`src/rtl/seven_seg_scanner_if.sv`:
```
// Bus bundle for the four-digit seven-segment scanner: BCD load/control in,
// multiplexed segment/anode drive and status out.
interface seven_seg_scanner_if;
    logic [15:0] Digits;
    logic        Load;
    logic        Lz_en;
    logic        Blanking;
    logic [6:0]  Display;
    logic [3:0]  Anode;
    logic        Frame_done;
    logic        Loaded;
    logic        Pending;

    modport master (
        output Digits, Load, Lz_en, Blanking,
        input  Display, Anode, Frame_done, Loaded, Pending
    );

    modport slave (
        input  Digits, Load, Lz_en, Blanking,
        output Display, Anode, Frame_done, Loaded, Pending
    );
endinterface

```
`src/rtl/seven_seg_scanner.sv`:
```
// Four-digit multiplexed seven-segment scanner with double-buffered BCD data
// that only changes at frame boundaries, leading-zero suppression and blanking.
module seven_seg_scanner #(
    parameter int unsigned PRESCALE = 1000
) (
    input  logic                clock,
    input  logic                reset,
    seven_seg_scanner_if.slave  bus
);

    localparam logic [15:0] LAST_COUNT = 16'(PRESCALE - 1);
    localparam logic [6:0]  SEG_BLANK  = 7'b111_1111;

    logic [15:0] count_r;
    logic [1:0]  index_r;
    logic [15:0] hold_r;
    logic [15:0] shadow_r;
    logic        pending_r;
    logic        frame_done_r;
    logic        loaded_r;
    logic [3:0]  anode_r;
    logic [6:0]  display_r;

    logic        tick_s;
    logic        wrap_s;
    logic [3:0]  nibble_s;
    logic        upper_zero_s;
    logic [6:0]  seg_s;

    function automatic logic [6:0] seg_code(input logic [3:0] value);
        logic [6:0] code;
        case (value)
            4'd0:    code = 7'b000_0001;
            4'd1:    code = 7'b100_1111;
            4'd2:    code = 7'b001_0010;
            4'd3:    code = 7'b000_0110;
            4'd4:    code = 7'b100_1100;
            4'd5:    code = 7'b010_0100;
            4'd6:    code = 7'b010_0000;
            4'd7:    code = 7'b000_1111;
            4'd8:    code = 7'b000_0000;
            4'd9:    code = 7'b000_0100;
            default: code = SEG_BLANK;
        endcase
        return code;
    endfunction

    assign tick_s = (count_r == LAST_COUNT);
    assign wrap_s = tick_s && (index_r == 2'd3);

    // Prescaler and digit index: each digit slot lasts PRESCALE clocks.
    always_ff @(posedge clock or negedge reset) begin
        if (!reset) begin
            count_r <= 16'd0;
            index_r <= 2'd0;
        end else if (tick_s) begin
            count_r <= 16'd0;
            index_r <= index_r + 2'd1;
        end else begin
            count_r <= count_r + 16'd1;
            index_r <= index_r;
        end
    end

    // Hold/shadow double buffer; a Load on the wrap tick defers the transfer a frame.
    always_ff @(posedge clock or negedge reset) begin
        if (!reset) begin
            hold_r       <= 16'd0;
            shadow_r     <= 16'd0;
            pending_r    <= 1'b0;
            loaded_r     <= 1'b0;
            frame_done_r <= 1'b0;
        end else begin
            frame_done_r <= wrap_s;
            if (bus.Load) begin
                hold_r    <= bus.Digits;
                pending_r <= 1'b1;
                loaded_r  <= 1'b0;
            end else if (wrap_s && pending_r) begin
                shadow_r  <= hold_r;
                pending_r <= 1'b0;
                loaded_r  <= 1'b1;
            end else begin
                loaded_r  <= 1'b0;
            end
        end
    end

    // Select the active nibble and whether it and everything above it is zero.
    always_comb begin
        nibble_s     = 4'd0;
        upper_zero_s = 1'b0;
        case (index_r)
            2'd0: begin
                nibble_s     = shadow_r[3:0];
                upper_zero_s = 1'b0;
            end
            2'd1: begin
                nibble_s     = shadow_r[7:4];
                upper_zero_s = (shadow_r[15:4] == 12'd0);
            end
            2'd2: begin
                nibble_s     = shadow_r[11:8];
                upper_zero_s = (shadow_r[15:8] == 8'd0);
            end
            2'd3: begin
                nibble_s     = shadow_r[15:12];
                upper_zero_s = (shadow_r[15:12] == 4'd0);
            end
            default: begin
                nibble_s     = 4'd0;
                upper_zero_s = 1'b0;
            end
        endcase
    end

    // Segment priority: blanking, then leading-zero suppression, then decode.
    always_comb begin
        seg_s = SEG_BLANK;
        if (bus.Blanking) begin
            seg_s = SEG_BLANK;
        end else if (bus.Lz_en && upper_zero_s) begin
            seg_s = SEG_BLANK;
        end else begin
            seg_s = seg_code(nibble_s);
        end
    end

    // Anode and segments registered together so they never disagree.
    always_ff @(posedge clock or negedge reset) begin
        if (!reset) begin
            anode_r   <= 4'b1110;
            display_r <= 7'b000_0001;
        end else begin
            anode_r   <= ~(4'b0001 << index_r);
            display_r <= seg_s;
        end
    end

    assign bus.Anode      = anode_r;
    assign bus.Display    = display_r;
    assign bus.Frame_done = frame_done_r;
    assign bus.Loaded     = loaded_r;
    assign bus.Pending    = pending_r;

endmodule

```
`src/flat_wrapper.sv`:
```
// flat-port wrapper written by rule: the top's interface ports become plain ports
module seven_seg_scanner_flat 
#(
    parameter int unsigned PRESCALE = 1000
)
  (clock, reset, bus_Digits, bus_Load, bus_Lz_en, bus_Blanking, bus_Display, bus_Anode, bus_Frame_done, bus_Loaded, bus_Pending);
  seven_seg_scanner_if bus_i ();
  input  logic clock;
  input  logic reset;
  input wire logic [$bits(bus_i.Digits)-1:0] bus_Digits;
  input wire logic [$bits(bus_i.Load)-1:0] bus_Load;
  input wire logic [$bits(bus_i.Lz_en)-1:0] bus_Lz_en;
  input wire logic [$bits(bus_i.Blanking)-1:0] bus_Blanking;
  output wire logic [$bits(bus_i.Display)-1:0] bus_Display;
  output wire logic [$bits(bus_i.Anode)-1:0] bus_Anode;
  output wire logic [$bits(bus_i.Frame_done)-1:0] bus_Frame_done;
  output wire logic [$bits(bus_i.Loaded)-1:0] bus_Loaded;
  output wire logic [$bits(bus_i.Pending)-1:0] bus_Pending;
  assign bus_i.Digits = bus_Digits;
  assign bus_i.Load = bus_Load;
  assign bus_i.Lz_en = bus_Lz_en;
  assign bus_i.Blanking = bus_Blanking;
  assign bus_Display = bus_i.Display;
  assign bus_Anode = bus_i.Anode;
  assign bus_Frame_done = bus_i.Frame_done;
  assign bus_Loaded = bus_i.Loaded;
  assign bus_Pending = bus_i.Pending;
  seven_seg_scanner #(.PRESCALE(PRESCALE)) u_core (.clock(clock), .reset(reset), .bus(bus_i));
endmodule
```
`config.mk`:
```
export PLATFORM = sky130hd
export DESIGN_NAME = seven_seg_scanner_flat
export DESIGN_NICKNAME = d
export VERILOG_FILES = /design/src/rtl/seven_seg_scanner_if.sv /design/src/rtl/seven_seg_scanner.sv /design/src/flat_wrapper.sv
export SDC_FILE = /design/constraint.sdc
export NUM_CORES = 1
export LEC_CHECK = 0
export ABC_AREA = 1
export CAP_MARGIN = 20
export CORE_UTILIZATION = 24
export CTS_CLUSTER_DIAMETER = 40
export CTS_CLUSTER_SIZE = 14
export DETAILED_ROUTE_END_ITERATION = 10
export DONT_BUFFER_PORTS = 1
export PLACE_DENSITY_LB_ADDON = 0.08
export SYNTH_ARGS = -nofsm -noshare
export SYNTH_HDL_FRONTEND = slang
export SYNTH_SLANG_ARGS = --single-unit
```
`constraint.sdc`:
```
create_clock -name clock -period 2.3 [get_ports clock]
set_input_delay 0.69 -clock clock [delete_from_list [all_inputs] [get_ports clock]]
set_output_delay 0.69 -clock clock [all_outputs]
set_load 0.01 [all_outputs]
```
# Word-level counts from Yosys, hierarchy flattened
# Memories as Yosys holds them, arrays and structs flattened.
# Cells that the tools add are included.
[word_totals] out_inout_bits=14 mem_count=1 rom_bits=112 register_bits=64 wordCells=37
[classes] n_reduce_logical=9 bitwise=2 n_mux=9 n_shift=1 n_eq_ne=4 addsub=2
[memory_table] memory="(no name shown)" depth=16 word_bits=7 rd=1 rd_ports_with_merged_regs=0 write_ports=0 line_no="seven_seg_scanner.sv:32" source="case (value)"
[op_table] operator="16-bit by 1-bit adder with 16-bit output, second input constant" count=1
[op_table] operator="16-bit by 10-bit == test with 1-bit output, second input constant" count=1
[op_table] operator="16-bit two-way mux" count=1
[op_table] operator="4-bit case mux with 4 select lines" count=1
[op_table] operator="7-bit two-way mux" count=2
[op_table] operator="12-bit logical NOT" count=1
[op_table] operator="8-bit logical NOT" count=1
[op_table] operator="2-bit == test, second input constant" count=2
[op_table] operator="4-bit logical NOT" count=1
[op_table] operator="1-bit two-way mux" count=4
[op_table] operator="4-bit NOT" count=1
[op_table] operator="1-bit case mux with 4 select lines" count=1
[op_table] operator="1-bit by 2-bit left shift with 4-bit output, first input constant" count=1
[op_table] operator="1-bit logical AND" count=3
[op_table] operator="2-bit by 1-bit adder with 2-bit output, second input constant" count=1
[op_table] operator="2-bit by 1-bit == test with 1-bit output, second input constant" count=1
[op_table] operator="2-bit logical NOT" count=1
[op_table] operator="2-bit AND reduction" count=1
[op_table] operator="2-bit nonzero test" count=1
[op_table] operator="1-bit NOT" count=1

# Logic depth before layout (Yosys ltp)
# Gate-level depths: netlist of run 1.
[logic_depth] ltp_word=5 depth_mapped=13 ltp_nobuf=13

# Worst setup path after synthesis of run 1
# Ideal clock, no wire load.
[synth_timing] path_type="reg-to-reg" start="register u_core.index_r[0]" end="register u_core.display_r[3], in the netlist u_core.bus.Display[3]" setup_slack_ns=0.498 setup_ns=0.132 period_less_slack_ns=1.802 stages_incl_launch_ff=13 required_time_ns=2.168 t_arrival_ns=1.670 cell_sequence="dfrtp_1 > inv_1 > ha_1 > nand2_1 > nand2_1 > nor2_1 > nor2_1 > inv_1 > ha_1 > inv_1 > nand2_1 > nand3_1 > nand3_1"
[synth_via] elab_chain_len=5 word_cells_on_any_way=10
[synth_rtl] element="start: declaration" line_no="seven_seg_scanner.sv:15" source="logic [1:0] index_r;"
[synth_rtl] element="start signal: assignment" line_no="seven_seg_scanner.sv:58" source="index_r <= index_r + 2'd1;"
[synth_rtl] element="start signal: assignment" line_no="seven_seg_scanner.sv:61" source="index_r <= index_r;"
[synth_rtl] element="2-bit == test, or another cell as far along" line_no="seven_seg_scanner.sv:93" source="case (index_r)"
[synth_rtl] element="4-bit case mux with 4 select lines / 1-bit case mux with 4 select lines (equally long branches)" line_no="seven_seg_scanner.sv:93"
[synth_rtl] element="memory 16 x 7 bit / 1-bit logical AND (equally long branches)"
[synth_rtl] element="7-bit two-way mux (*)" line_no="seven_seg_scanner.sv:122" source="end else if (bus.Lz_en && upper_zero_s) begin"
[synth_rtl] element="7-bit two-way mux (*)" line_no="seven_seg_scanner.sv:120" source="if (bus.Blanking) begin"
[synth_rtl] element="named net u_core.seg_s[3]" line_no="seven_seg_scanner.sv:28" source="logic [6:0] seg_s;"
[synth_rtl] element="end signal: assignment" line_no="seven_seg_scanner.sv:136" source="display_r <= seg_s;"
[synth_rtl] element="end: declaration" line_no="seven_seg_scanner.sv:22" source="logic [6:0] display_r;"
# The timed path passes the listed nets; every way through them passes the cells marked *.
# A chain may end at the register's enable or synchronous reset.

# Final worst setup path of run 1
# Same ends and word-level chain as after synthesis.

==> results.toml, run 1 <==
[run_status]
status = "completed"

[clock_tree]
path_clk_slew_ps = 50
ctsRootBufferMaster = "sky130_fd_sc_hd__clkbuf_16"
clk-insertion-delay-late_ps = 330
cts_hold_buffers_added = 0
post-cts-setup-buffer-count = 0
ctsLongestPathBuffers = 2
post_cts.resized_instances = 0
cts_htree_levels = 3
cts_tree = "built"
cts_buffers = 9
cts.sink_count = 64

[worst_setup_path]
slowest_stage_delay_on_critical_path_ps = 400
required_ps = 2500
critPathArrivalTime_ps = 2210
crit_path_cell_trace = "inv_1 -> ha_1 -> nand2_1 -> nand2_1 -> nor2_1 -> nor2_1 -> inv_1 -> ha_1 -> inv_1 -> nand2_1 -> nand3_1 -> nand3_1"
critPathLaunchType = "register"
end_kind = "register"
slowest_stage = "sky130_fd_sc_hd__dfrtp_1"
cpLargestDelayFamily = "simple AND/OR/NAND/NOR gates"
critical_path.max_fanout = 5
worstSetupPathType = "reg2reg"
critPathBufInv = 3

[final_layout]
design_area_um2 = 3480
fin_cells = 531
area_growth_pct = 14.9
layout-drive-gt1-share_pct = 9.92
multiInputGateArea_um2 = 1150
num-nets-final = 390
final.fill_count = 1321
area.sequential_um2 = 1610
diodes = 0
share_of_the_core_filled_with_cells_pct = 28.6

[route]
detail_route.vias_per_cell = 3.87
route.detailed.drc = 0
routed_len_inst_um = 11.8
detail_route.first_pass.iterations = 4
routed_wirelength_mm = 6.26
detail_route.iter0.violations = 81
ant_nets = 0
num_vias = 2056

[sta]
clock_skew_ps = 6.76
rsz0062_at_grt = "no"
timing_hold_violations_final = 0
max_freq_ghz = 0.499
setup_total_negative_slack_ps = 0
slew_viol_final = 0
min_hold_slack_ps = 50.8
period_minus_slack_ps = 2010
timing.final.crit_share_pct = 87.2
worst_slew_pin_tran_ps = 404
slew-limit-headroom_pct = 72.9
finalSetupViolCount = 0

[run]
count_of_maximum_capacitance_violations = 0

[synthesis]
synth_flop_cell = "sky130_fd_sc_hd__dfrtp_1"
netlist_area_um2 = 3030
synth_area_per_cell_um2 = 8.59
synth.distinct_cells = 30
yosys-top-cells-count = "sky130_fd_sc_hd__nand2_1 (85), sky130_fd_sc_hd__dfrtp_1 (60), sky130_fd_sc_hd__inv_1 (56)"
netlist_instances = 352
yosys_warnings = 0
count_of_flip_flops_with_a_built_in_enable_after_synthesis = 0
synth_largest_area_cell = "sky130_fd_sc_hd__dfrtp_1"
synth-seq-area-share_pct = 53.1
synth_nets = 384
synth_area_leaders = "sky130_fd_sc_hd__dfrtp_1 (50%), sky130_fd_sc_hd__nand2_1 (11%), sky130_fd_sc_hd__inv_1 (6.9%)"
yosys.cell_count.top_type = "sky130_fd_sc_hd__nand2_1"
synth_top_area_share_pct = 49.6
synth-seq-cells = 64
synth-async-reset-ratio_pct = 100

[floorplan]
initial_utilization_pct = 24.9
ios = 35
core_area_um2 = 12200
die_h_um = 114
die_area_um2 = 13100
chipWidth_um = 114
rows = 40

[grt]
pin_count_of_the_biggest_net_entering_global_routing = 65
antenna_found_initial = 0
grt_overflow = 0
grt_pass1_wl_mm = 10.5
vias_in_the_first_global_route = 1992
grt_util_all_layers_pct = 11.0

[placement]
port_buffers = 0
dp_hpwl_mm = 4.41
postPlaceCellArea_um2 = 3200
placedCellCount = 515
gp_congestion = 0.776

[power_and_ir_drop]
power_per_cell_area_nw_per_um2 = 709
p_switching_w = 0.000504
p_seq_share_pct = 47.4
vdd.ir_drop.worst_v = 0.000334
total_leakage_power_nw = 1.71
cellInternalPower_w = 0.00196
p_clk_share_pct = 50.9
power_frac_comb_pct = 1.7
sw_frac_of_total_pct = 20.5

[min_path]
min-delay-path-class = "in2async"
registers in the layout, summed over array words and instances, names as in the netlist:
signal	flops
u_core.count_r	16
u_core.hold_r	16
u_core.index_r	2
u_core.shadow_r	16
u_core.bus.Pending	1
u_core.bus.Anode	4
u_core.bus.Display	7
u_core.bus.Loaded	1
u_core.bus.Frame_done	1
logic make-up (layout without fill, tap and decap cells):
kind of cell | after synthesis | after routing | synth area share (%)
AND/OR/NAND/NOR | 161 | 161 | 22.9
buffers and inverters | 66 | 77 | 8.89
flip-flops | 64 | 64 | 53.1
AO/OA/AOI/OAI | 41 | 41 | 7.94
adder cells (fa/ha/maj) | 11 | 11 | 4.55
XOR/XNOR | 9 | 9 | 2.61
layer usage:
layer,track usage (%),wire [um]
met5,0,0
met1,14.4,3090
met3,2.96,237
met4,7.79,198
met2,15.6,2740
cells in the final DEF (no fill, tap or decap):
| cell type | synthesis | final |
|---|---|---|
| sky130_fd_sc_hd__a21oi_1 | 4 | 4 |
| sky130_fd_sc_hd__a21oi_4 | 1 | 1 |
| sky130_fd_sc_hd__buf_4 | 0 | 2 |
| sky130_fd_sc_hd__clkbuf_1 | 3 | 4 |
| sky130_fd_sc_hd__clkbuf_16 | 0 | 9 |
| sky130_fd_sc_hd__clkbuf_8 | 0 | 2 |
| sky130_fd_sc_hd__clkinv_1 | 1 | 1 |
| sky130_fd_sc_hd__clkinv_2 | 0 | 1 |
| sky130_fd_sc_hd__dfrtp_1 | 60 | 60 |
| sky130_fd_sc_hd__dfstp_2 | 4 | 4 |
| sky130_fd_sc_hd__ha_1 | 11 | 11 |
| sky130_fd_sc_hd__inv_1 | 56 | 56 |
| sky130_fd_sc_hd__inv_2 | 2 | 2 |
| sky130_fd_sc_hd__nand2_1 | 85 | 85 |
| sky130_fd_sc_hd__nand2_2 | 4 | 4 |
| sky130_fd_sc_hd__nand3_1 | 24 | 24 |
| sky130_fd_sc_hd__nand4_1 | 2 | 2 |
| sky130_fd_sc_hd__nand4_2 | 1 | 1 |
| sky130_fd_sc_hd__nor2_1 | 33 | 33 |
| sky130_fd_sc_hd__nor2_2 | 3 | 3 |
| sky130_fd_sc_hd__nor2_4 | 2 | 2 |
| sky130_fd_sc_hd__nor3_1 | 5 | 5 |
| sky130_fd_sc_hd__nor3b_1 | 1 | 1 |
| sky130_fd_sc_hd__o21ai_0 | 20 | 20 |
| sky130_fd_sc_hd__o21ai_1 | 9 | 9 |
| sky130_fd_sc_hd__o21ai_2 | 5 | 5 |
| sky130_fd_sc_hd__o21bai_1 | 2 | 2 |
| sky130_fd_sc_hd__or2_1 | 1 | 1 |
| sky130_fd_sc_hd__xnor2_1 | 1 | 1 |
| sky130_fd_sc_hd__xor2_1 | 8 | 8 |
per-stage QoR:
stage,setup WS (ps),total power (W)
detailed placement,295,0.00123
floorplan,498,0.00123
finish,295,0.00246
global route,72.0,0.00258
CTS,280,0.00253
global placement,329,0.00123
final timing paths:
check,from,end,slack (ps),cells after the start
max in group asynchronous,reset,u_core.bus.Display[0],2060,0
worst min-delay path,reset,u_core.count_r[12],50,0
worst max-delay path,u_core.index_r[0],u_core.bus.Display[3],290,12
worst min register to register,u_core.count_r[0],u_core.count_r[0],470,1
min in group clock,bus_Load,u_core.hold_r[14],460,1
worst max register to register,u_core.index_r[0],u_core.bus.Display[3],290,12
final cells by class:
type	instances	area share [%]
inverters	59	6.37
flip-flops and latches	64	46.2
repair buffers	2	0.432
clock buffers	15	7.70
clock inverters	1	0.144
well taps	168	6.05
multi-input cells	222	33.1
power groups by stage:
| stage | Combinational, W | Sequential, W | Clock, W |
|---|---|---|---|
| floorplan | 0.0000402 | 0.00119 | 0 |
| global placement | 0.0000420 | 0.00119 | 0 |
| detailed placement | 0.0000428 | 0.00119 | 0 |
| CTS | 0.0000431 | 0.00117 | 0.00131 |
| global route | 0.0000511 | 0.00117 | 0.00135 |
| finish | 0.0000416 | 0.00117 | 0.00125 |
No activity file was read; power rests on OpenSTA's default activity.
==> inputs of run 2 (changes only) <==
--- a/config.mk
+++ b/config.mk
@@ -12,7 +12,8 @@
 export CTS_CLUSTER_SIZE = 14
 export DETAILED_ROUTE_END_ITERATION = 10
 export DONT_BUFFER_PORTS = 1
-export PLACE_DENSITY_LB_ADDON = 0.08
+export PLACE_DENSITY = 0.38
+export SETUP_SLACK_MARGIN = 0.1
 export SYNTH_ARGS = -nofsm -noshare
 export SYNTH_HDL_FRONTEND = slang
 export SYNTH_SLANG_ARGS = --single-unit
==> run 2 against run 1 <==
Sequential share of layout area down 0.35 points. Clock power up 9.6%. Critical path depth unchanged. Worst hold slack better by 12 ps. Cell count down 0.19%. Clock skew down 0.76 ps. Register-to-register slack better by 70 ps. Wire length down 2.4%. Count of clock-buffer cells in the layout down 6. Maximum frequency up 3.7%. Core utilization up 0.22 points. Non-clock buffer count down 1. Critical endpoint unchanged. Largest power group unchanged.
==> results.toml, run 2 (same netlist as run 1, synthesis figures left out) <==
[clock_tree]
cts_htree_levels = 3
path_clk_slew_ps = 60
cts_hold_buffers_added = 0
cts_buffers = 9
post-cts-setup-buffer-count = 0
clk-insertion-delay-late_ps = 320
ctsRootBufferMaster = "sky130_fd_sc_hd__clkbuf_16"
post_cts.resized_instances = 0
cts.sink_count = 64
ctsLongestPathBuffers = 2
cts_tree = "built"

[grt]
pin_count_of_the_biggest_net_entering_global_routing = 65
grt_util_all_layers_pct = 10.6
grt_overflow = 0
grt_pass1_wl_mm = 10.7
vias_in_the_first_global_route = 2158
antenna_found_initial = 0

[route]
detail_route.first_pass.iterations = 4
num_vias = 2085
routed_wirelength_mm = 6.11
detail_route.vias_per_cell = 3.93
route.detailed.drc = 0
routed_len_inst_um = 11.5
detail_route.iter0.violations = 83
ant_nets = 0

[run_status]
status = "completed"

[sta]
finalSetupViolCount = 0
period_minus_slack_ps = 1930
slew-limit-headroom_pct = 70.6
clock_skew_ps = 5.99
setup_total_negative_slack_ps = 0
max_freq_ghz = 0.517
timing.final.crit_share_pct = 84.0
min_hold_slack_ps = 63.0
slew_viol_final = 0
worst_slew_pin_tran_ps = 438
rsz0062_at_grt = "no"
timing_hold_violations_final = 0

[worst_setup_path]
critical_path_cell_count = 12
startpoint = "u_core.index_r[0]"
critPathLaunchType = "register"
reg2reg_slack_ps = 370
critPathBufInv = 3
worstReg2RegEnd = "u_core.bus.Display[3]"
required_ps = 2490
critPathArrivalTime_ps = 2120
cp-endpoint = "u_core.bus.Display[3]"
timing.rr.start = "u_core.index_r[0]"
worstSetupPathType = "reg2reg"
end_kind = "register"
worstRegToRegCells = 12
slowest_stage = "sky130_fd_sc_hd__dfrtp_1"
crit_path_cell_trace = "inv_1 -> ha_1 -> nand2_1 -> nand2_1 -> nor2_1 -> nor2_2 -> inv_1 -> ha_1 -> inv_1 -> nand2_1 -> nand3_1 -> nand3_1"
critical_path.max_fanout = 5
cpLargestDelayFamily = "adder cells"
slowest_stage_delay_on_critical_path_ps = 400

[final_layout]
design_area_um2 = 3500
diodes = 0
layout_top_registers = "u_core.count_r: 16 flops, u_core.hold_r: 16 flops, u_core.shadow_r: 16 flops"
most-common-layout-cells = "sky130_fd_sc_hd__nand2_1 (85), sky130_fd_sc_hd__dfrtp_1 (60), sky130_fd_sc_hd__inv_1 (56)"
fin_cells = 530
num-nets-final = 389
layout-drive-gt1-share_pct = 11.0
mostFrequentLayoutCell = "sky130_fd_sc_hd__nand2_1"
area_growth_pct = 15.8

[floorplan]
core_area_um2 = 12200
die_area_um2 = 13100
ios = 35
die_h_um = 114
chipWidth_um = 114
rows = 40
initial_utilization_pct = 24.9

[placement]
dp_hpwl_mm = 4.36
port_buffers = 0
postPlaceCellArea_um2 = 3200
gp_congestion = 0.755
placedCellCount = 514

[power_and_ir_drop]
power_per_cell_area_nw_per_um2 = 737
total_power_w = 0.00258
vdd.ir_drop.worst_v = 0.000283
total_leakage_power_nw = 1.72

[run]
count_of_maximum_capacitance_violations = 0

[min_path]
min-delay-path-class = "in2async"
## run 2: layout make-up
type | instances | area [um^2]
clock buffer | 9 | 225
clock inverter | 7 | 78.8
fill | 1333 | 8660
inverter | 59 | 221
multi-input combinational | 222 | 1150
sequential | 64 | 1610
tap | 168 | 210
timing repair buffer | 1 | 7.51
## run 2: how the worst min path moves through the flow
stage	startpoint	endpoint	slack, ps	depth (start not counted)
6_report	reset	u_core.bus.Frame_done	60	0
5_1_grt	reset	u_core.bus.Frame_done	40	0
4_1_cts	reset	u_core.bus.Frame_done	40	0
3_5_place_dp	reset	u_core.hold_r[12]	400	0
3_3_place_gp	reset	u_core.hold_r[12]	400	0
2_1_floorplan	reset	u_core.bus.Anode[0]	390	0
## run 2: per-layer routing
metal | vias up | global-route usage, % | wire [um]
met4 | 0 | 5.19 | 113
li1 | 1093 | - | -
met1 | 947 | 14.3 | 3070
met5 | - | 0 | 0
met3 | 9 | 2.33 | 214
met2 | 36 | 16.2 | 2720
## run 2: through the flow
| step | setup slack, ps | util (%) |
|---|---|---|
| after global placement | 348 | 26.3 |
| after CTS | 275 | 28.8 |
| after floorplan | 498 | - |
| after detailed placement | 301 | 26.3 |
| after global routing | 129 | 28.8 |
| final | 367 | 28.8 |
## run 2: power breakdown
part	switching, W	leakage [nW]	internal, W
clock network	0.000520	0.150	0.000849
logic	0.0000267	0.773	0.0000150
registers	0.0000109	0.797	0.00116
==> inputs of run 3 (changes only) <==
==> constraint.sdc (replaced) <==
create_clock -name clock -period 1.9 [get_ports clock]
set_input_delay 0.57 -clock clock [delete_from_list [all_inputs] [get_ports clock]]
set_output_delay 0.57 -clock clock [all_outputs]
set_load 0.01 [all_outputs]
==> run 3 against run 2 <==
The flow now finishes with violations (negative hold slack). Wire length is 4.7% higher. Critical path depth stayed put. Total power is 22% higher. Setup slack worse by 200 ps. Critical endpoint unchanged. Largest cell class unchanged.
==> results.toml, run 3 (same netlist as run 1, synthesis figures left out) <==
[worst_setup_path]
worstSetupPathType = "reg2reg"
end_kind = "register"
path_common_cell = "sky130_fd_sc_hd__nand2_2"
slowest_stage = "sky130_fd_sc_hd__dfrtp_2"
slowest_stage_delay_on_critical_path_ps = 450
cpLargestDelayFamily = "simple AND/OR/NAND/NOR gates"
critPathArrivalTime_ps = 1930
crit_path_cell_trace = "buf_6 -> ha_4 -> nand2_2 -> nand2_2 -> nor2_2 -> nor2_2 -> buf_4 -> ha_2 -> inv_2 -> nand2_2 -> nand3_2 -> nand3_1"
critPathLaunchType = "register"
critical_path.max_fanout = 5
required_ps = 2090
critPathBufInv = 3

[grt]
antenna_found_initial = 0
pin_count_of_the_biggest_net_entering_global_routing = 65
grt_util_all_layers_pct = 11.0
grt_pass1_wl_mm = 10.8
vias_in_the_first_global_route = 2206
grt_overflow = 0

[clock_tree]
cts_tree = "built"
cts_buffers = 9
ctsRootBufferMaster = "sky130_fd_sc_hd__clkbuf_16"
cts_htree_levels = 3
cts.sink_count = 64
ctsLongestPathBuffers = 2
path_clk_slew_ps = 50
clk-insertion-delay-late_ps = 330

[sta]
setup_total_negative_slack_ps = 0
period_minus_slack_ps = 1730
rsz0062_at_grt = "yes"
slew_viol_final = 0
max_freq_ghz = 0.577
worst_slew_pin_tran_ps = 469
postLayoutSetupSlackWorst_ps = 166
finalSetupViolCount = 0
clock_skew_ps = 3.88
timing.final.crit_share_pct = 91.3
timing_hold_violations_final = 60
slew-limit-headroom_pct = 68.5
min_hold_slack_ps = -64.0

[floorplan]
die_area_um2 = 13100
initial_utilization_pct = 24.9
ios = 35
rows = 40
die_h_um = 114
core_area_um2 = 12200
chipWidth_um = 114

[route]
detail_route.vias_per_cell = 3.97
routed_len_inst_um = 11.7
route.detailed.drc = 0
num_vias = 2162
detail_route.iter0.violations = 51
ant_nets = 0
routed_wirelength_mm = 6.39
detail_route.first_pass.iterations = 4

[final_layout]
layout_top_registers = "u_core.count_r: 16 flops, u_core.hold_r: 16 flops, u_core.shadow_r: 16 flops"
num-nets-final = 404
mostFrequentLayoutCell = "sky130_fd_sc_hd__nand2_1"
layout-drive-gt1-share_pct = 24.7
area_growth_pct = 26.5
most-common-layout-cells = "sky130_fd_sc_hd__nand2_1 (74), sky130_fd_sc_hd__dfrtp_1 (59), sky130_fd_sc_hd__inv_1 (50)"
diodes = 0

[min_path]
min-delay-path-class = "in2async"

[run]
count_of_maximum_capacitance_violations = 0

[power_and_ir_drop]
power_per_cell_area_nw_per_um2 = 823
total_leakage_power_nw = 1.82
total_power_w = 0.00315
vdd.ir_drop.worst_v = 0.000341

[run_status]
violations_in_the_final_reports = "negative hold slack"
status = "finished with violations"

[placement]
dp_hpwl_mm = 4.45
detailedPlace.worstSlack_ps = 59.2
gp_congestion = 0.772
port_buffers = 0
==> run 3: changes by cell type in the layout (fill, tap and decap cells not counted), moves of 7 or more <==
| cell | change |
|---|---|
| sky130_fd_sc_hd__nand2_1 | -11 |
| sky130_fd_sc_hd__ha_1 | -7 |
| sky130_fd_sc_hd__buf_4 | +11 |
| sky130_fd_sc_hd__nand2_2 | +11 |
==> run 3: repair_timing <==
item | in CTS | in global routing
hold endpoints to repair | 60 | 60
endpoints found under the setup margin | 7 | 7
gates resized for setup | 1 | 51
setup buffers | 2 | 6
pin swaps | 0 | 11
==> run 3: report_power, final <==
group / switching (W) / internal [W]
combinational: 0.0000326 / 0.0000202
sequential: 0.0000135 / 0.00140
clock: 0.000600 / 0.00108
total: 0.000646 / 0.00250
==> run 3: worst paths after layout <==
check | slack (ps) | cells past startpoint | end | startpoint
worst max-delay path | 170 | 12 | u_core.bus.Display[3] | u_core.index_r[1]
worst min-delay path | -60 | 0 | u_core.hold_r[13] | reset
worst max register to register | 170 | 12 | u_core.bus.Display[3] | u_core.index_r[1]
worst min register to register | 460 | 1 | u_core.count_r[0] | u_core.count_r[0]
max in group asynchronous | 1760 | 0 | u_core.bus.Anode[1] | reset
min in group clock | 340 | 2 | u_core.bus.Display[2] | bus_Blanking
==> run 3: routing by layer <==
| layer | global-route usage (%) | up-vias | share of wire [%] | routed length [um] |
|---|---|---|---|---|
| li1 | - | 1122 | - | - |
| met2 | 16.6 | 31 | 45 | 2900 |
| met5 | 0 | - | 0 | 0 |
| met3 | 3.28 | 10 | 3.9 | 252 |
| met1 | 14.0 | 999 | 48 | 3090 |
| met4 | 6.23 | 0 | 2.4 | 154 |
==> run 3: area by class of cell <==
cell class	instances	area (um^2)
fill	1291	8340
inverter	59	226
timing repair buffer	16	144
sequential	64	1610
multi-input combinational	222	1330
clock inverter	5	55.1
tap	168	210
clock buffer	11	253
==> run 3: metrics by stage <==
step	hold slack [ps]	instances	cell area, um^2	utilization (%)
2_1_floorplan	274	352	3030	-
3_3_place_gp	278	521	3260	26.8
3_5_place_dp	278	521	3260	26.8
4_1_cts	-79.3	539	3590	29.5
5_1_grt	-83.0	545	3830	31.5
6_report	-64.0	545	3830	31.5
==> RTL edit 1, RTL diff (config.mk and constraints of run 1) <==
Reset style: synchronous (`reset`), changed in 3 clocked blocks.
--- a/src/rtl/seven_seg_scanner.sv
+++ b/src/rtl/seven_seg_scanner.sv
@@ -49,7 +49,7 @@
     assign wrap_s = tick_s && (index_r == 2'd3);
 
     // Prescaler and digit index: each digit slot lasts PRESCALE clocks.
-    always_ff @(posedge clock or negedge reset) begin
+    always_ff @(posedge clock) begin
         if (!reset) begin
             count_r <= 16'd0;
             index_r <= 2'd0;
@@ -63,7 +63,7 @@
     end
 
     // Hold/shadow double buffer; a Load on the wrap tick defers the transfer a frame.
-    always_ff @(posedge clock or negedge reset) begin
+    always_ff @(posedge clock) begin
         if (!reset) begin
             hold_r       <= 16'd0;
             shadow_r     <= 16'd0;
@@ -127,7 +127,7 @@
     end
 
     // Anode and segments registered together so they never disagree.
-    always_ff @(posedge clock or negedge reset) begin
+    always_ff @(posedge clock) begin
         if (!reset) begin
             anode_r   <= 4'b1110;
             display_r <= 7'b000_0001;
Check against the original RTL: differs if reset is asserted again (counterexample within 4 cycles, from zero or initial values and one cycle with reset low); with reset held inactive, the same outputs for 10 cycles.
==> RTL edit 1 against run 1 <==
- the run now ends with design-rule violations left
- final area shrank 3.8%
- sequential cell count did not move
- synthesized cell count grew 17%
- critical path depth fell by 1
- global-route usage increased by 0.83 points
- power is 6.5% higher
- setup slack lost 0.0030 ns
- wire length up 6.6%
- synthesized area decreased by 3.7%
- critical endpoint is now u_core.bus.Display[0]
- largest cell class is now multi-input gates
- largest power group unchanged
==> RTL edit 1: results (changes against run 1) <==
pin count of the biggest net entering global routing 41 (-37%); aggregate routed wire length 6.67 mm (+6.6%); post-detail-place hpwl 4.82 mm (+9.1%); Worst Hold Class in -> reg; slowest cell on the critical path dfxtp_1; XOR/XNOR Fraction of Synth Area 0.601% (-2.0 points); status complete, but fails checks; top flop regs u_core.count_r: 16 flops, u_core.hold_r: 16 flops, u_core.shadow_r: 16 flops; layout cell share with drive strength beyond 1 7.40% (-2.5 points); CTS Buf Count 9 (unchanged); routability cong. 0.693 (-11%); drt wl/cell 11.9 µm (+0.72%); DR pass1 iterations 7 (+3); adder-cell area share of the yosys netlist 4.73% (+0.18 points); r2r worst-path depth 11 (-1); met3 Use GR 3.19% (+0.22 points); worst slew pin tran 0.475 ns (+0.0707 ns); met3 routed wirelength 240 µm (+1.3%); Mapped Cells 413 (+17%); Post-route DRC 2 (+2); crit path max fanout 6 (+1); Synth cell types 27 (-10%); Worst Skew 0.00613 ns (-0.000621 ns); initial antenna violation count 0 (unchanged); failing checks design-rule violations; Ant. Diodes 0 (unchanged); clock power share 53.3% (+2.4 points); GR Util All Layers 11.8% (+0.83 points); top sig layer met4; Pleak 1.44 nW (-16%); Routed met1 length 3.40 mm (+10%); ys flop type dfxtp_1; Worst path top cell family by delay compound AO/OA/AOI/OAI gates; Max stage delay on crit path 0.38 ns (-0.02 ns); met2 routed WL 2.86 mm (+4.3%); mux contribution to synthesized area 0% (unchanged); Worst EP arrival 2.23 ns (+0.02 ns); Seq/Total Area, Yosys 44.0% (-9.1 points); ranking of synthesized cells by area dfxtp_1, nor2_1, nand2_1, inv_1, ha_1; GRT met2 Usage 17.6% (+2.0 points); Synth Area in Compound Gates 9.92% (+2.0 points); global-route wire length before repair 11.4 mm (+7.7%); via count 2,338 (+14%); Sw Pwr 0.000541 W (+7.2%); largest vdd supply drop 0.000353 V (+5.6%); Final nets 447 (+15%); Root Buffer clkbuf_16; GR Layer Usage met1 15.0% (+0.68 points); most instantiated cells after synthesis nor2_1, nand2_1, dfxtp_1; Synth Net Count 445 (+16%); fraction of registers with async set/reset 0% (-100 points); placed cells 547 (+6.2%); Port-buffer cells 0 (unchanged)
[RTL edit 1: cell count changes after synthesis, sizes merged, moves of 3 or more]
cell	before	now
dfxtp	0	64
dfrtp	60	0
nor2	38	88
nand2	89	79
o21ai	34	42
a21oi	5	12
inv	58	64
xor2	8	2
nand3	24	19
dfstp	4	0
nand4	3	7
clkbuf	4	7
[RTL edit 1: final cells by class]
type | instances | area (µm²)
clock buffers | 12 | 267
clock inverters | 3 | 40.0
multi-input cells | 272 | 1310
repair buffers | 3 | 22.5
flip-flops and latches | 64 | 1280
inverters | 65 | 244
fillers | 1293 | 8270
well taps | 143 | 179
[RTL edit 1: cells by family (layout without fill, tap and decap cells)]
logic type,Yosys count,after routing
AND/OR/NAND/NOR,203,203
flip-flops,64,64
adder cells (fa/ha/maj),11,11
AO/OA/AOI/OAI,56,56
XOR/XNOR,2,2
buffers and inverters,77,83
[RTL edit 1: worst paths after layout]
path	start	end	slack (ns)
hold / removal	bus_Load	u_core.bus.Loaded	0.43
hold reg to reg	u_core.count_r[0]	u_core.count_r[0]	0.45
setup / recovery	u_core.index_r[0]	u_core.bus.Display[0]	0.29
setup reg to reg	u_core.index_r[0]	u_core.bus.Display[0]	0.29
[RTL edit 1: through the flow]
stage | total power [W] | setup slack [ns] | utilization (%) | area, µm² | hold WS (ns)
5_1_grt | 0.00274 | 0.0863 | 28.8 | 3340 | 0.424
6_report | 0.00262 | 0.292 | 28.8 | 3340 | 0.433
2_1_floorplan | 0.00125 | 0.281 | - | 2910 | 0.417
3_3_place_gp | 0.00125 | 0.244 | 26.2 | 3040 | 0.432
4_1_cts | 0.00269 | 0.163 | 28.8 | 3340 | 0.417
3_5_place_dp | 0.00125 | 0.180 | 26.2 | 3040 | 0.438
==> RTL edit 2, RTL diff (config.mk and constraints of run 1) <==
Made on the original files. `PRESCALE` is set to 1000 in 2 places; all go to 512.
--- a/src/rtl/seven_seg_scanner.sv
+++ b/src/rtl/seven_seg_scanner.sv
@@ -1,7 +1,7 @@
 // Four-digit multiplexed seven-segment scanner with double-buffered BCD data
 // that only changes at frame boundaries, leading-zero suppression and blanking.
 module seven_seg_scanner #(
-    parameter int unsigned PRESCALE = 1000
+    parameter int unsigned PRESCALE = 512
 ) (
     input  logic                clock,
     input  logic                reset,
--- a/src/flat_wrapper.sv
+++ b/src/flat_wrapper.sv
@@ -1,7 +1,7 @@
 // flat-port wrapper written by rule: the top's interface ports become plain ports
 module seven_seg_scanner_flat 
 #(
-    parameter int unsigned PRESCALE = 1000
+    parameter int unsigned PRESCALE = 512
 )
   (clock, reset, bus_Digits, bus_Load, bus_Lz_en, bus_Blanking, bus_Display, bus_Anode, bus_Frame_done, bus_Loaded, bus_Pending);
   seven_seg_scanner_if bus_i ();
Check against the original RTL: same outputs for any inputs over 10 cycles, from zero or initial values and one cycle with reset low; that may be too few to reach the edited logic, so the function may still have changed.
==> RTL edit 2 against run 1 <==
- power up 1.2%
- sequential cell count unchanged
- count of clock-buffer cells in the layout unchanged
- synthesized area up 0.95%
- final area up 1.3%
- wire length up 8.3%
- setup slack better by 0.023 ns
- combinational power down 2%
==> RTL edit 2: results (changes against run 1) <==
CTS Buffer Depth 2 (unchanged); Pleak 1.83 nW (+7.3%); Synth cell types 29 (-3.3%); drt initial violations 110 (+36%); vias in the first global route 2,245 (+13%); crit path max fanout 5 (unchanged); post-placement setup slack 0.226 ns (-0.0693 ns); largest vdd supply drop 0.000333 V (-0.52%); global-route wire length before repair 11.8 mm (+12%); Worst Hold Class in -> async; aggregate routed wire length 6.78 mm (+8.3%); ranking of synthesized cells by area dfrtp_1, nand2_1, nand3_1, ha_1, nor2_1; Worst Setup Start Kind flop; P_int 0.00196 W (about the same); Max stage delay on crit path 0.41 ns; Seq/Total Area, Yosys 52.6% (-0.50 points); Power Sequential 0.00118 W; FF-to-FF setup slack 0.32 ns (+0.02 ns); Yosys warnings 0 (unchanged); post-CTS resize count 0 (unchanged); Synth Net Count 388 (+1.0%); FF-to-FF End u_core.bus.Display[3]; CTS Buf Count 9 (unchanged); DR pass1 iterations 4 (unchanged); most instantiated cells after synthesis nand2_1, dfrtp_1, nand3_1; layout cell share with drive strength beyond 1 10.0% (+0.11 points); worst rel slew slack 69.7% (-3.1 points); status finished clean; Worst path top cell family by delay simple AND/OR/NAND/NOR gates; top flop regs u_core.count_r: 16 flops, u_core.hold_r: 16 flops, u_core.shadow_r: 16 flops; initial antenna violation count 0 (unchanged); post-detail-place hpwl 4.80 mm (+8.9%); DR vias/cell 3.97 (+2.6%); routability cong. 0.748 (-3.6%); clock-pin slew on the worst setup and hold paths 0.06 ns; r2r worst-path depth 12 (unchanged); worst hold slack 0.0515 ns (+0.000700 ns); clock power share 51.1% (+0.2 points); Worst Skew 0.00760 ns (+0.000847 ns); GR Util All Layers 12.0% (+1.0 points); Final nets 396 (+1.5%); pin count of the biggest net entering global routing 65 (unchanged); Worst EP arrival 2.17 ns (-0.04 ns); Critical R2R Launch u_core.index_r[0]; Post-CTS Setup Bufs 0 (unchanged); Root Buffer clkbuf_16; Port-buffer cells 0 (unchanged); Ant. Diodes 0 (unchanged)
## RTL edit 2: logic make-up after synthesis
logic type / share of synthesized area, %
AND/OR/NAND/NOR: 31.7
AO/OA/AOI/OAI: 1.35
flip-flops: 52.6
XOR/XNOR: 3.73
buffers and inverters: 6.06
adder cells (fa/ha/maj): 4.51
## RTL edit 2: through the flow
step | cell area, µm² | total power, W | std cells | util [%]
2_1_floorplan | 3050 | 0.00123 | 356 | -
3_3_place_gp | 3240 | 0.00124 | 521 | 26.6
4_1_cts | 3520 | 0.00254 | 537 | 28.8
5_1_grt | 3520 | 0.00260 | 537 | 28.8
3_5_place_dp | 3240 | 0.00124 | 521 | 26.6
6_report | 3520 | 0.00249 | 537 | 28.8
## RTL edit 2: worst max-delay path by stage
stage	from	end	slack, ns	cells after the start
3_5_place_dp	u_core.index_r[0]	u_core.bus.Display[3]	0.23	12
3_3_place_gp	u_core.index_r[0]	u_core.bus.Display[3]	0.31	12
6_report	u_core.index_r[0]	u_core.bus.Display[3]	0.32	12
4_1_cts	u_core.index_r[0]	u_core.bus.Display[3]	0.20	12
2_1_floorplan	u_core.index_r[0]	u_core.bus.Display[3]	0.49	12
5_1_grt	u_core.index_r[0]	u_core.bus.Display[3]	0.05	12
## RTL edit 2: area by class of cell
class / count / area (µm²)
Clock buffer: 15 / 268
Clock inverter: 1 / 5.00
Fill cell: 1379 / 8690
Inverter: 36 / 135
Multi-Input combinational cell: 249 / 1260
Sequential cell: 64 / 1610
Tap cell: 168 / 210
Timing Repair Buffer: 4 / 30.0
## RTL edit 2: metal layers
layer  GRT usage (%)  wire length [µm]  vias up
met4            5.19               130        0
met1            15.4              3430      969
met5               0                 0        -
li1                -                 -     1116
met3            4.16               283        9
met2            18.3              2940       40
